## config.mk

```make
export PLATFORM = sky130hd
export DESIGN_NAME = output_sram_req_arbiter
export DESIGN_NICKNAME = d
export VERILOG_FILES = /design/src/rtl/output_sram_req_arbiter_pkg.sv /design/src/rtl/output_sram_req_arbiter_rr_pick.sv /design/src/rtl/output_sram_req_arbiter.sv
export SDC_FILE = /design/constraint.sdc
export NUM_CORES = 1
export LEC_CHECK = 0
export ABC_AREA = 0
export CORE_ASPECT_RATIO = 0.75
export CORE_MARGIN = 2
export CORE_UTILIZATION = 45
export CTS_BUF_LIST = sky130_fd_sc_hd__clkbuf_8
export CTS_CLUSTER_DIAMETER = 200
export DETAILED_ROUTE_END_ITERATION = 7
export PLACE_DENSITY = 0.85
export SLEW_MARGIN = 20
export SYNTH_ARGS = -nofsm -noshare
export SYNTH_HDL_FRONTEND = slang
export SYNTH_SLANG_ARGS = --single-unit
```

## constraint.sdc

```tcl
create_clock -name clk -period 8.1 [get_ports clk]
set_input_delay 2.025 -clock clk [delete_from_list [all_inputs] [get_ports clk]]
set_output_delay 2.025 -clock clk [all_outputs]
set_load 0.01 [all_outputs]
```

## src/rtl/output_sram_req_arbiter_pkg.sv

```systemverilog
// Shared types for the output feature SRAM write arbiter: bank request packet, SRAM write word, FSM states.
// Default geometry: 4 banks, 16-bit beats, 64 nodes, 4 beats per feature vector.
package output_sram_req_arbiter_pkg;
  localparam int NUM_VERTEX_UNIT = 4;
  localparam int FV_BANDWIDTH    = 16;
  localparam int FV_SIZE         = 64;
  localparam int MAX_NODE_ID     = 64;
  localparam int NODE_ID_W       = $clog2(MAX_NODE_ID);
  localparam int FV_BEATS        = FV_SIZE / FV_BANDWIDTH;
  localparam int OUT_ADDR_W      = NODE_ID_W + $clog2(FV_BEATS);

  typedef struct packed {
    logic                    req;
    logic                    grant_valid;
    logic                    sos;
    logic                    eos;
    logic [FV_BANDWIDTH-1:0] data;
    logic [NODE_ID_W-1:0]    node_id;
  } Bank_Req2Req_Output_SRAM;

  typedef struct packed {
    logic                    wen;
    logic [OUT_ADDR_W-1:0]   addr;
    logic [FV_BANDWIDTH-1:0] wdata;
  } Out_SRAM_Wr;

  typedef enum logic [1:0] {
    ARB_IDLE,
    ARB_GRANT,
    ARB_STREAM
  } arb_state_e;
endpackage

```

## src/rtl/output_sram_req_arbiter_rr_pick.sv

```systemverilog
// Combinational round-robin selector: first requester at or after rr_ptr, wrapping modulo N.
module output_sram_req_arbiter_rr_pick #(
  parameter int N     = 4,
  parameter int IDX_W = 2
) (
  input  logic [N-1:0]     req,
  input  logic [IDX_W-1:0] rr_ptr,
  output logic [N-1:0]     grant,
  output logic [IDX_W-1:0] idx
);
  logic [IDX_W-1:0] k;
  logic             found;

  always_comb begin
    grant = '0;
    idx   = '0;
    found = 1'b0;
    k     = '0;
    for (int i = 0; i < N; i++) begin
      k = IDX_W'((int'(rr_ptr) + i) % N);
      if (!found && req[k]) begin
        found    = 1'b1;
        grant[k] = 1'b1;
        idx      = k;
      end
    end
  end
endmodule

```

## src/rtl/output_sram_req_arbiter.sv

```systemverilog
// Round-robin arbiter streaming one bank's sos..eos feature vector into the output SRAM at {node_id, beat}.
// Grant registered one cycle after req; writes land one cycle after the accepted beat; one IDLE cycle between grants.
module output_sram_req_arbiter
  import output_sram_req_arbiter_pkg::*;
#(
  parameter int NUM_BANK = NUM_VERTEX_UNIT,
  parameter int BW       = FV_BANDWIDTH,
  parameter int NODE_W   = $clog2(MAX_NODE_ID),
  parameter int BEATS    = FV_SIZE / FV_BANDWIDTH,
  parameter int ADDR_W   = NODE_W + $clog2(BEATS)
) (
  input  logic                       clk,
  input  logic                       reset,
  input  logic [NUM_BANK-1:0]        bank_req,
  input  logic [NUM_BANK-1:0]        bank_grant_valid,
  input  logic [NUM_BANK-1:0]        bank_sos,
  input  logic [NUM_BANK-1:0]        bank_eos,
  input  logic [NUM_BANK*BW-1:0]     bank_data,
  input  logic [NUM_BANK*NODE_W-1:0] bank_node_id,
  input  logic                       buf_empty,
  output logic [NUM_BANK-1:0]        req_grant,
  output logic                       sram_wen,
  output logic [ADDR_W-1:0]          sram_addr,
  output logic [BW-1:0]              sram_wdata,
  output logic [NODE_W:0]            nodes_written,
  output logic                       drain_done,
  output logic                       protocol_err
);
  localparam int IDX_W = (NUM_BANK > 1) ? $clog2(NUM_BANK) : 1;
  localparam int LB    = $clog2(BEATS);
  localparam int CNT_W = LB + 1;

  arb_state_e              state, state_nxt;
  logic [NUM_BANK-1:0]     grant_q, grant_d;
  logic [IDX_W-1:0]        gidx_q, gidx_d;
  logic [IDX_W-1:0]        rr_ptr_q, rr_ptr_d;
  logic [NODE_W-1:0]       node_q, node_d;
  logic [CNT_W-1:0]        cnt_q, cnt_d;
  logic [NODE_W:0]         nw_q, nw_d;
  logic                    err_q, err_d;
  logic                    drain_q;
  logic                    done, release_g;
  logic [IDX_W-1:0]        next_ptr;
  Out_SRAM_Wr              wr_q, wr_d;
  Bank_Req2Req_Output_SRAM bank [NUM_BANK];
  Bank_Req2Req_Output_SRAM sel;
  logic [NUM_BANK-1:0]     pick_grant;
  logic [IDX_W-1:0]        pick_idx;

  always_comb begin
    for (int b = 0; b < NUM_BANK; b++) begin
      bank[b].req         = bank_req[b];
      bank[b].grant_valid = bank_grant_valid[b];
      bank[b].sos         = bank_sos[b];
      bank[b].eos         = bank_eos[b];
      bank[b].data        = bank_data[b*BW +: BW];
      bank[b].node_id     = bank_node_id[b*NODE_W +: NODE_W];
    end
  end

  // Only the granted bank is ever looked at; everything else is ignored.
  assign sel      = bank[gidx_q];
  assign next_ptr = (gidx_q == IDX_W'(NUM_BANK - 1)) ? '0 : gidx_q + 1'b1;

  output_sram_req_arbiter_rr_pick #(
    .N     (NUM_BANK),
    .IDX_W (IDX_W)
  ) u_rr_pick (
    .req    (bank_req),
    .rr_ptr (rr_ptr_q),
    .grant  (pick_grant),
    .idx    (pick_idx)
  );

  always_comb begin
    state_nxt = state;
    grant_d   = grant_q;
    gidx_d    = gidx_q;
    rr_ptr_d  = rr_ptr_q;
    node_d    = node_q;
    cnt_d     = cnt_q;
    nw_d      = nw_q;
    err_d     = err_q;
    wr_d      = wr_q;
    wr_d.wen  = 1'b0;
    done      = 1'b0;
    release_g = 1'b0;
    unique case (state)
      ARB_IDLE: begin
        if (|bank_req) begin
          grant_d   = pick_grant;
          gidx_d    = pick_idx;
          state_nxt = ARB_GRANT;
        end
      end
      ARB_GRANT: begin
        if (sel.grant_valid && sel.sos) begin
          node_d     = sel.node_id;
          cnt_d      = CNT_W'(1);
          wr_d.wen   = 1'b1;
          wr_d.addr  = {sel.node_id, LB'(0)};
          wr_d.wdata = sel.data;
          state_nxt  = ARB_STREAM;
          done       = sel.eos;
        end else if (!sel.req) begin
          release_g = 1'b1;
        end
      end
      ARB_STREAM: begin
        if (sel.grant_valid) begin
          if (sel.sos) begin
            err_d = 1'b1;
          end else begin
            // Overlong vectors keep draining until eos but never write past the last beat slot.
            if (cnt_q == CNT_W'(BEATS)) begin
              err_d = 1'b1;
            end else begin
              wr_d.wen   = 1'b1;
              wr_d.addr  = {node_q, cnt_q[LB-1:0]};
              wr_d.wdata = sel.data;
              cnt_d      = cnt_q + 1'b1;
            end
            done = sel.eos;
          end
        end
      end
      default: state_nxt = ARB_IDLE;
    endcase
    if (done && (nw_q != '1)) nw_d = nw_q + 1'b1;
    if (done || release_g) begin
      rr_ptr_d  = next_ptr;
      grant_d   = '0;
      state_nxt = ARB_IDLE;
    end
  end

  always_ff @(posedge clk) begin
    if (!reset) begin
      state    <= ARB_IDLE;
      grant_q  <= '0;
      gidx_q   <= '0;
      rr_ptr_q <= '0;
      node_q   <= '0;
      cnt_q    <= '0;
      nw_q     <= '0;
      err_q    <= 1'b0;
      wr_q     <= '0;
      drain_q  <= 1'b0;
    end else begin
      state    <= state_nxt;
      grant_q  <= grant_d;
      gidx_q   <= gidx_d;
      rr_ptr_q <= rr_ptr_d;
      node_q   <= node_d;
      cnt_q    <= cnt_d;
      nw_q     <= nw_d;
      err_q    <= err_d;
      wr_q     <= wr_d;
      drain_q  <= (state == ARB_IDLE) && !(|bank_req) && buf_empty;
    end
  end

  assign req_grant     = grant_q;
  assign sram_wen      = wr_q.wen;
  assign sram_addr     = wr_q.addr;
  assign sram_wdata    = wr_q.wdata;
  assign nodes_written = nw_q;
  assign drain_done    = drain_q;
  assign protocol_err  = err_q;
endmodule

```

-- Word-level counts from Yosys, hierarchy flattened
Index checks and enable logic that the tools add are counted.
- magnitude comparators: 9
- equal/unequal tests: 10
- bitwise gates (word level): 6
- mux-type cells: 53
- reductions and logical operators: 26
- add/subtract/negate cells: 6
- operators with widths (cell ; number):
    $mux W25 ; 4
    $bmux W26 S2 ; 1
    $mux W26 ; 2
    $pmux W25 S2 ; 1
    $mux W1 ; 19
    $mux W4 ; 4
    $mux W2 ; 7
    $lt A2 B3 Y1 const B ; 4
    $mux W3 ; 4
    $or A4 B4 Y4 ; 3
    $logic_and A1 B1 Y1 ; 11
    $ne A2 B2 Y1 const B ; 5
    $bmux W1 S2 ; 4
    $demux W1 S2 ; 4
    $ge A2 B1 Y1 const B ; 4
    $add A7 B1 Y7 const B ; 1
    $ne A7 B7 Y1 const B ; 1
    $pmux W2 S3 ; 1
    $pmux W3 S2 ; 1
    $reduce_and A3 Y1 ; 2
    $reduce_and A5 Y1 ; 1
    $add A2 B1 Y2 const B ; 2
    $add A2 B2 Y2 const B ; 2
    $eq A2 B2 Y1 const B ; 2
    other kinds (14) ; 20
- word-level logic and storage cells: 122
- bits in registers: 53
- output and inout bits: 38
- input port bits: 107

-- Longest topological paths before layout
- depth in word-level cells: 12
- mapped depth: 10
- mapped depth without buffers: 7

-- Modules after synthesis
Synthesis repeated with hierarchy kept, for this count alone.
- cell total of the unflattened synthesis: 313
- area total of the unflattened synthesis: 3514.6 um^2
- by module, submodules not included (module ; area an instance (um^2) ; instances ; sequential area each (um^2) ; cells an instance):
    output_sram_req_arbiter ; 3095.5 ; 1 ; 1061.0 ; 267
    output_sram_req_arbiter_rr_pick ; 419.2 ; 1 ; 0.0 ; 46

-- Worst setup path before layout
OpenSTA, ideal clock, no wires.
- kind: input-to-reg
- start: input bank_sos[3]
- end: register cnt_q[1]
- arrival: 3.697 ns
- required time: 7.972 ns
- path slack: 4.275 ns
- cell stages on the path: 7
- setup time: 0.128 ns
- path buffers: 2
- cell sequence: mux4_2 a2111oi_4 o21ai_2 buf_6 buf_6 a32oi_1 nor2_1
- longest elaborated chain between the ends: 6
- elaborated cells between the ends (all ways): 7
- those cells by class: eq/ne: 2; mux: 3; reduce/logical: 2
- ends and longest elaborated chain (what ; line ; source):
    start: declaration ; output_sram_req_arbiter.sv:16 ; input logic [NUM_BANK-1:0] bank_sos,
    $bmux W26 S2 (*) ; output_sram_req_arbiter.sv:62 ; assign sel = bank[gidx_q];
    $mux W26 (not written as such) (*) (2 in series) ; output_sram_req_arbiter.sv:62 ;
    $logic_and A1 B1 Y1 ; output_sram_req_arbiter.sv:97 ; if (sel.grant_valid && sel.sos) begin
    $ne A2 B2 Y1 (no line) ; n/a ;
    $reduce_and A5 Y1 (no line) (*) ; n/a ;
    end signal: assignment ; output_sram_req_arbiter.sv:155 ; cnt_q <= cnt_d;
    end: declaration ; output_sram_req_arbiter.sv:38 ; logic [CNT_W-1:0] cnt_q, cnt_d;
Every way passes the cells marked *; elsewhere a longest branch is shown, timed or not. The select of a mux whose other input is x is not followed.
A chain may end at the register's enable or synchronous reset.

-- Final worst setup path
- start: input reset
- end: register grant_q[1], in the netlist req_grant[1]
- longest elaborated chain between the ends: 2
- ends and longest elaborated chain (what ; line ; source):
    start: declaration ; output_sram_req_arbiter.sv:13 ; input logic reset,
    $not A1 Y1 (no line) ; n/a ;
    $reduce_or A2 Y1 (no line) ; n/a ;
    end signal: assignment ; output_sram_req_arbiter.sv:151 ; grant_q <= grant_d;
    end: declaration ; output_sram_req_arbiter.sv:34 ; logic [NUM_BANK-1:0] grant_q, grant_d;
Every way passes these cells.

==> flow_summary_export.csv <==
group,metric,value,unit
setup_path,crit_buf_inv,2,
placed_design,gp_congestion,0.841,
floorplan,start_util,46.1,%
setup_path,critical_path.cell_chain,"clkdlybuf4s50_1, clkinv_1, or2_2, a211oi_1",
setup_path,critical_path_arrival,4.86,ns
synth,synth-async-reset-ratio,0,%
synth,yosysWarnings,0,
power,leakagePower,1.69,nW
floorplan,dieArea,8180,um2
setup_path,cpLargestDelayFamily,"buffers and inverters",
synth,netlist_instances,340,
placed_design,portBuffers,144,
timing,slew_violations,0,
drt,wl_per_cell,16.4,um
global_route,grt_usage,22.2,%
drt,vias,3244,
global_route,grt_max_degree,37,
power,power.total,1.01,mW
clock_tree,clk_pin_slew,0.10,ns
floorplan,die_w,104,um
timing,timing_hold_violations_final,0,
clock_tree,clock_latency,0.31,ns
synth,ys_seq_elements,53,
final_layout,fillers,587,
clock_tree,cts_resized,0,
clock_tree,cts_max_level,2,
floorplan,rows,27,
setup_path,start_kind,"input port",
synth,synth_seq_area_share,31.6,%
drt,dr.pass1.iters,5,
power,vdd_drop_max,127,uV
floorplan,fp.dieH,78.8,um
drt,initialDrtViolationCount,284,
timing,post-route-period-util,57.2,%
final_layout,drive_above_1_share,9.46,%
timing,fmax,216,MHz
timing,tns,0,ns
clock_tree,postCtsSetupRepairBufs,0,
global_route,grt-ovfl-total,0,
clock_tree,cts_buffers,5,
setup_path,critPathKind,"input port to flop",
clock_tree,clkSinkCount,53,
global_route,grt_pass1_wl,14600,um
placed_design,dpl.hpwl,7110,um
job,drv_cap,0,
drt,drt-total-wl,9290,um
synth,synth.avg_cell_area,9.88,um2
clock_tree,postCtsHoldBufs,0,
synth,syn_area,3360,um2
setup_path,end_kind,"flop",
global_route,grt_pass1_vias,3019,
timing,fin_crit,4.63,ns
timing,maxSlewHeadroom,27.4,%
timing,worstMarginPinSlew,1.08,ns
setup_path,crit_fanout,36,
final_layout,antenna_cells,0,
floorplan,io_pins,145,
timing,finalSetupViolCount,0,
power,p_per_area,207,nW/um2
synth,synth_cell_types,58,
synth,synth_edf_count,0,
drt,antenna_left,0,
synth,synth_fp_nets,459,
setup_path,slowest_stage,"clkinv_1",
status,status,"finished clean",
final_layout,area_growth,44.9,%
setup_path,required,8.32,ns
floorplan,coreArea,7300,um2
clock_tree,clk_path_buf_depth,2,
synth,synth_flop_cell,"dfxtp_1",
final_layout,final_nets,583,
clock_tree,cts_tree,"built",
global_route,antenna_found_initial,0,
drt,via_per_inst,5.73,
setup_path,max_stage_delay,1.03,ns
clock_tree,root_buffer,"clkbuf_8",
timing,grt_setup_unrepaired,"no",
drt,drc,0,
timing,skew,0.0103,ns
hold_path,hp-class,"flop to flop",
-- registers in the layout, indices dropped and copies added (netlist names) --
name / cells
sram_wdata: 16
sram_addr: 8
nodes_written: 7
node_q: 6
req_grant: 4
cnt_q: 3
gidx_q: 2
rr_ptr_q: 2
state: 2
drain_done: 1
protocol_err: 1
sram_wen: 1
-- report_power, final --
part           switching [mW]  total (mW)  internal (mW)
Sequential             0.0546       0.349          0.294
Clock                  0.0915       0.155         0.0631
Combinational           0.252       0.505          0.253
-- synthesized netlist by cell type (2+ instances only) --
| cell type | count | share of area, % |
|---|---|---|
| o31ai_1 | 2 | 0.45 |
| a221o_1 | 6 | 1.8 |
| nand2b_1 | 3 | 0.56 |
| a211oi_1 | 6 | 1.3 |
| mux4_2 | 21 | 14 |
| a32oi_1 | 3 | 0.78 |
| and2_1 | 3 | 0.56 |
| mux4_1 | 5 | 3.9 |
| nand3b_1 | 4 | 0.89 |
| and3_1 | 8 | 1.5 |
| clkbuf_1 | 18 | 2.0 |
| buf_2 | 3 | 0.45 |
| nor4_1 | 3 | 0.56 |
| a21bo_2 | 2 | 0.60 |
| and4_1 | 2 | 0.52 |
| buf_6 | 4 | 1.3 |
| a32o_1 | 3 | 0.89 |
| nor2_1 | 23 | 2.6 |
| nor2b_1 | 3 | 0.56 |
| mux2i_1 | 10 | 3.0 |
| nor4b_1 | 2 | 0.52 |
| nand3_1 | 25 | 3.7 |
| o21ai_0 | 3 | 0.45 |
| xnor2_1 | 3 | 0.78 |
| a22oi_1 | 6 | 1.3 |
| nand3_2 | 2 | 0.60 |
| nand2_1 | 31 | 3.5 |
| o22ai_1 | 2 | 0.37 |
| inv_1 | 9 | 1.0 |
| dfxtp_1 | 53 | 32 |
| nand4b_1 | 2 | 0.52 |
| a221oi_1 | 4 | 1.0 |
| ha_1 | 12 | 4.5 |
| nor3_1 | 4 | 0.60 |
| a21oi_1 | 27 | 4.0 |
-- cell usage in the layout, fill, tap and decap left out, types with 9 or more instances in the layout --
cell type,instances
clkdlybuf4s50_1,144
dfxtp_1,52
nand2_1,31
a21oi_1,27
nand3_1,25
nor2_1,23
mux4_2,21
ha_1,12
mux2i_1,10
inv_1,9
-- through the flow --
step / utilization [%] / cell area [um2] / cells / hold slack [ns] / setup WS [ns]
finish: 66.8 / 4870 / 566 / 0.457 / 3.47
global route: 66.8 / 4870 / 566 / 0.473 / 3.29
CTS: 66.8 / 4870 / 566 / 0.460 / 3.52
detailed placement: 65.5 / 4780 / 558 / 0.446 / 3.20
global placement: 65.5 / 4780 / 558 / 0.441 / 3.36
floorplan: - / 3360 / 340 / 0.437 / 4.28
-- routing by layer --
| layer | vias to the layer above | wire (um) | share of wire (%) | track usage (%) |
|---|---|---|---|---|
| met5 | - | 0 | 0 | 0 |
| met4 | 0 | 100 | 1.1 | 5.81 |
| met3 | 14 | 775 | 8.3 | 5.83 |
| met2 | 159 | 4670 | 50 | 39.5 |
| met1 | 1522 | 3740 | 40 | 27.0 |
| li1 | 1549 | - | - | - |
-- worst min-delay path, stage by stage, from the launching register on --
cell and delay (ns):
dfxtp_1 0.32, nand2_1 0.05, a21oi_1 0.05
-- layout make-up --
cell class,instances,area (um2),area share [%]
Sequential cell,53,1060,21.8
Multi-Input combinational cell,249,2100,43.2
Timing Repair Buffer,145,1450,29.7
Clock buffer,5,68.8,1.41
Tap cell,101,126,2.59
Inverter,10,37.5,0.771
Clock inverter,3,25.0,0.514
-- final timing paths --
path / from / to / slack, ns / depth (start not counted)
min: sram_wdata[11] / sram_wdata[11] / 0.46 / 2
min reg2reg: sram_wdata[11] / sram_wdata[11] / 0.46 / 2
max reg2reg: gidx_q[0] / sram_addr[2] / 4.76 / 5
max: reset / req_grant[1] / 3.47 / 4
-- logic make-up after synthesis --
logic type,Yosys count,share of synthesized area (%)
mux,38,22.0
simple gates,121,18.5
xor+xnor,3,0.782
buf+inv,38,5.88
compound gates,75,16.8
fa+ha+maj,12,4.47
flops,53,31.6
No activity file was read; power rests on OpenSTA's default activity.
==> variant: new RTL, same settings <==
Reset style: asynchronous (`reset`), changed in one clocked block.
--- a/src/rtl/output_sram_req_arbiter.sv
+++ b/src/rtl/output_sram_req_arbiter.sv
@@ -136,3 +136,3 @@
 
-  always_ff @(posedge clk) begin
+  always_ff @(posedge clk or negedge reset) begin
     if (!reset) begin
Check against the original RTL: differs if reset is asserted again (counterexample within 4 cycles, from zero or initial values and one cycle with reset low); with reset held inactive, the same outputs for 4 cycles.
==> variant against the unedited design <==
Routed wire length is 7.5% lower; die area down 2.0%; sequential cell count is the same; cell area fell by 0.10%; worst setup slack better by 0.60 ns; power is 43% higher; area after synthesis is 2.0% lower; via count decreased by 12%.
==> variant: results (changes against the unedited design) <==
[status]
status = finished, final reports clean

[logic_synthesis]
synth_fa_ha_area_share_pct = 5.70  ; +1.2 points
ys_seq_area_share_pct = 40.3  ; +8.7 points
synth_cells = 281  ; -17%
synth_top_cells_by_count = dfrtp_1 (53), mux4_2 (28), nand2_1 (26), a22o_1 (16), nor2_1 (16)
synthMuxAreaShare_pct = 21.3  ; -0.64 points
async_flop_share_pct = 100  ; +100 points
yosys.area_share.xor_xnor_pct = 1.33  ; +0.55 points
ys_types = 43  ; -26%
synth_top_flop_cell = dfrtp_1
syn_nets = 403  ; -12%

[sta]
timing.hold.ws_ns = 0.485  ; +0.0282 ns
skew_ns = 0.00598  ; -0.00429 ns
fin_crit_sh_pct = 49.8  ; -7.4 points

[grt]
grt_use_met2_pct = 35.8  ; -3.7 points
first_global_vias = 2826  ; -6.4%
grt_usage_pct = 21.2  ; -0.98 points
met3_usage_pct = 5.52  ; -0.31 points
grt_max_degree = 54  ; +46%
grt_pass1_wl_um = 13200  ; -9.2%
use_met1_pct = 27.5  ; +0.53 points

[placed_design]
hpwl_um = 6620  ; -6.9%
place_area_sq_um = 4770  ; -0.18%
routabilityCongestion = 0.870  ; +3.5%
place_inst = 505  ; -9.5%

[critical_path]
rr_startpoint = gidx_q[0]$_DFFE_PN0P_
critPathMaxStageDelay_ns = 0.60  ; -0.43 ns
crit_slowest_cell = o21ai_4
crit_end = cnt_q[2]$_DFFE_PN0P_
r2r_slack_ns = 5.07  ; +0.31 ns
critPathArrivalTime_ns = 4.24  ; -0.62 ns
crit_path_start = bank_sos[1]
cp_max_fo = 30  ; -17%

[power_and_ir_drop]
p_int_uw = 883  ; +45%
power.leakage_uw = 0.00199  ; +18%
pg_seq_uw = 484  ; +39%
clkPwrFrac_pct = 10.5  ; -4.8 points
vdd_ir_drop_max_v = 0.000153  ; +21%
power_uw = 1450  ; +43%

[final_layout]
fin_nets = 536  ; -8.1%
multi_input_area_sq_um = 1840  ; -13%
drive_gt1_share_pct = 10.9  ; +1.4 points
stdcell_count = 512  ; -9.5%

[detailed_routing]
drt_pass1_iterations = 4  ; -1
drtIter0Drc = 111  ; -61%
vias = 2856  ; -12%
finalWirelength_um = 8600  ; -7.5%
wl_met3_um = 672  ; -13%
wl_met2_um = 4300  ; -8.0%
wl_met1_um = 3560  ; -5.0%

[worst_hold_path]
min_from = node_q[1]$_DFFE_PN0P_
whs_path_depth = 1  ; -1
whs_endpoint = node_q[1]$_DFFE_PN0P_

[floorplan]
die_w_um = 103  ; -0.99%

[variant: cell types whose count changed after synthesis, sizes merged, moves of 5 or more]
| cell | before | now |
|---|---|---|
| dfxtp | 53 | 0 |
| dfrtp | 0 | 53 |
| mux2i | 11 | 6 |
| a22o | 0 | 16 |
| a221o | 6 | 0 |
| a21o | 0 | 8 |
| a21oi | 28 | 9 |
| nor2 | 23 | 17 |
| a22oi | 6 | 0 |
| nand2 | 31 | 26 |
| o21ai | 4 | 14 |
| nor2b | 3 | 8 |
| nand3 | 27 | 6 |
[variant: logic make-up (layout without fill, tap and decap cells)]
logic type      after synthesis  in the layout
compound gates               71             71
xor+xnor                      5              5
fa+ha+maj                    15             15
buf+inv                      30            163
flops                        53             53
mux                          35             35
simple gates                 72             72
[variant: final cells by class]
class | count | area share (%)
sequential | 53 | 27.3
inverter | 10 | 0.771
clock inverter | 1 | 0.154
timing repair buffer | 146 | 29.8
clock buffer | 6 | 1.70
tap | 98 | 2.52
multi-input combinational | 198 | 37.7
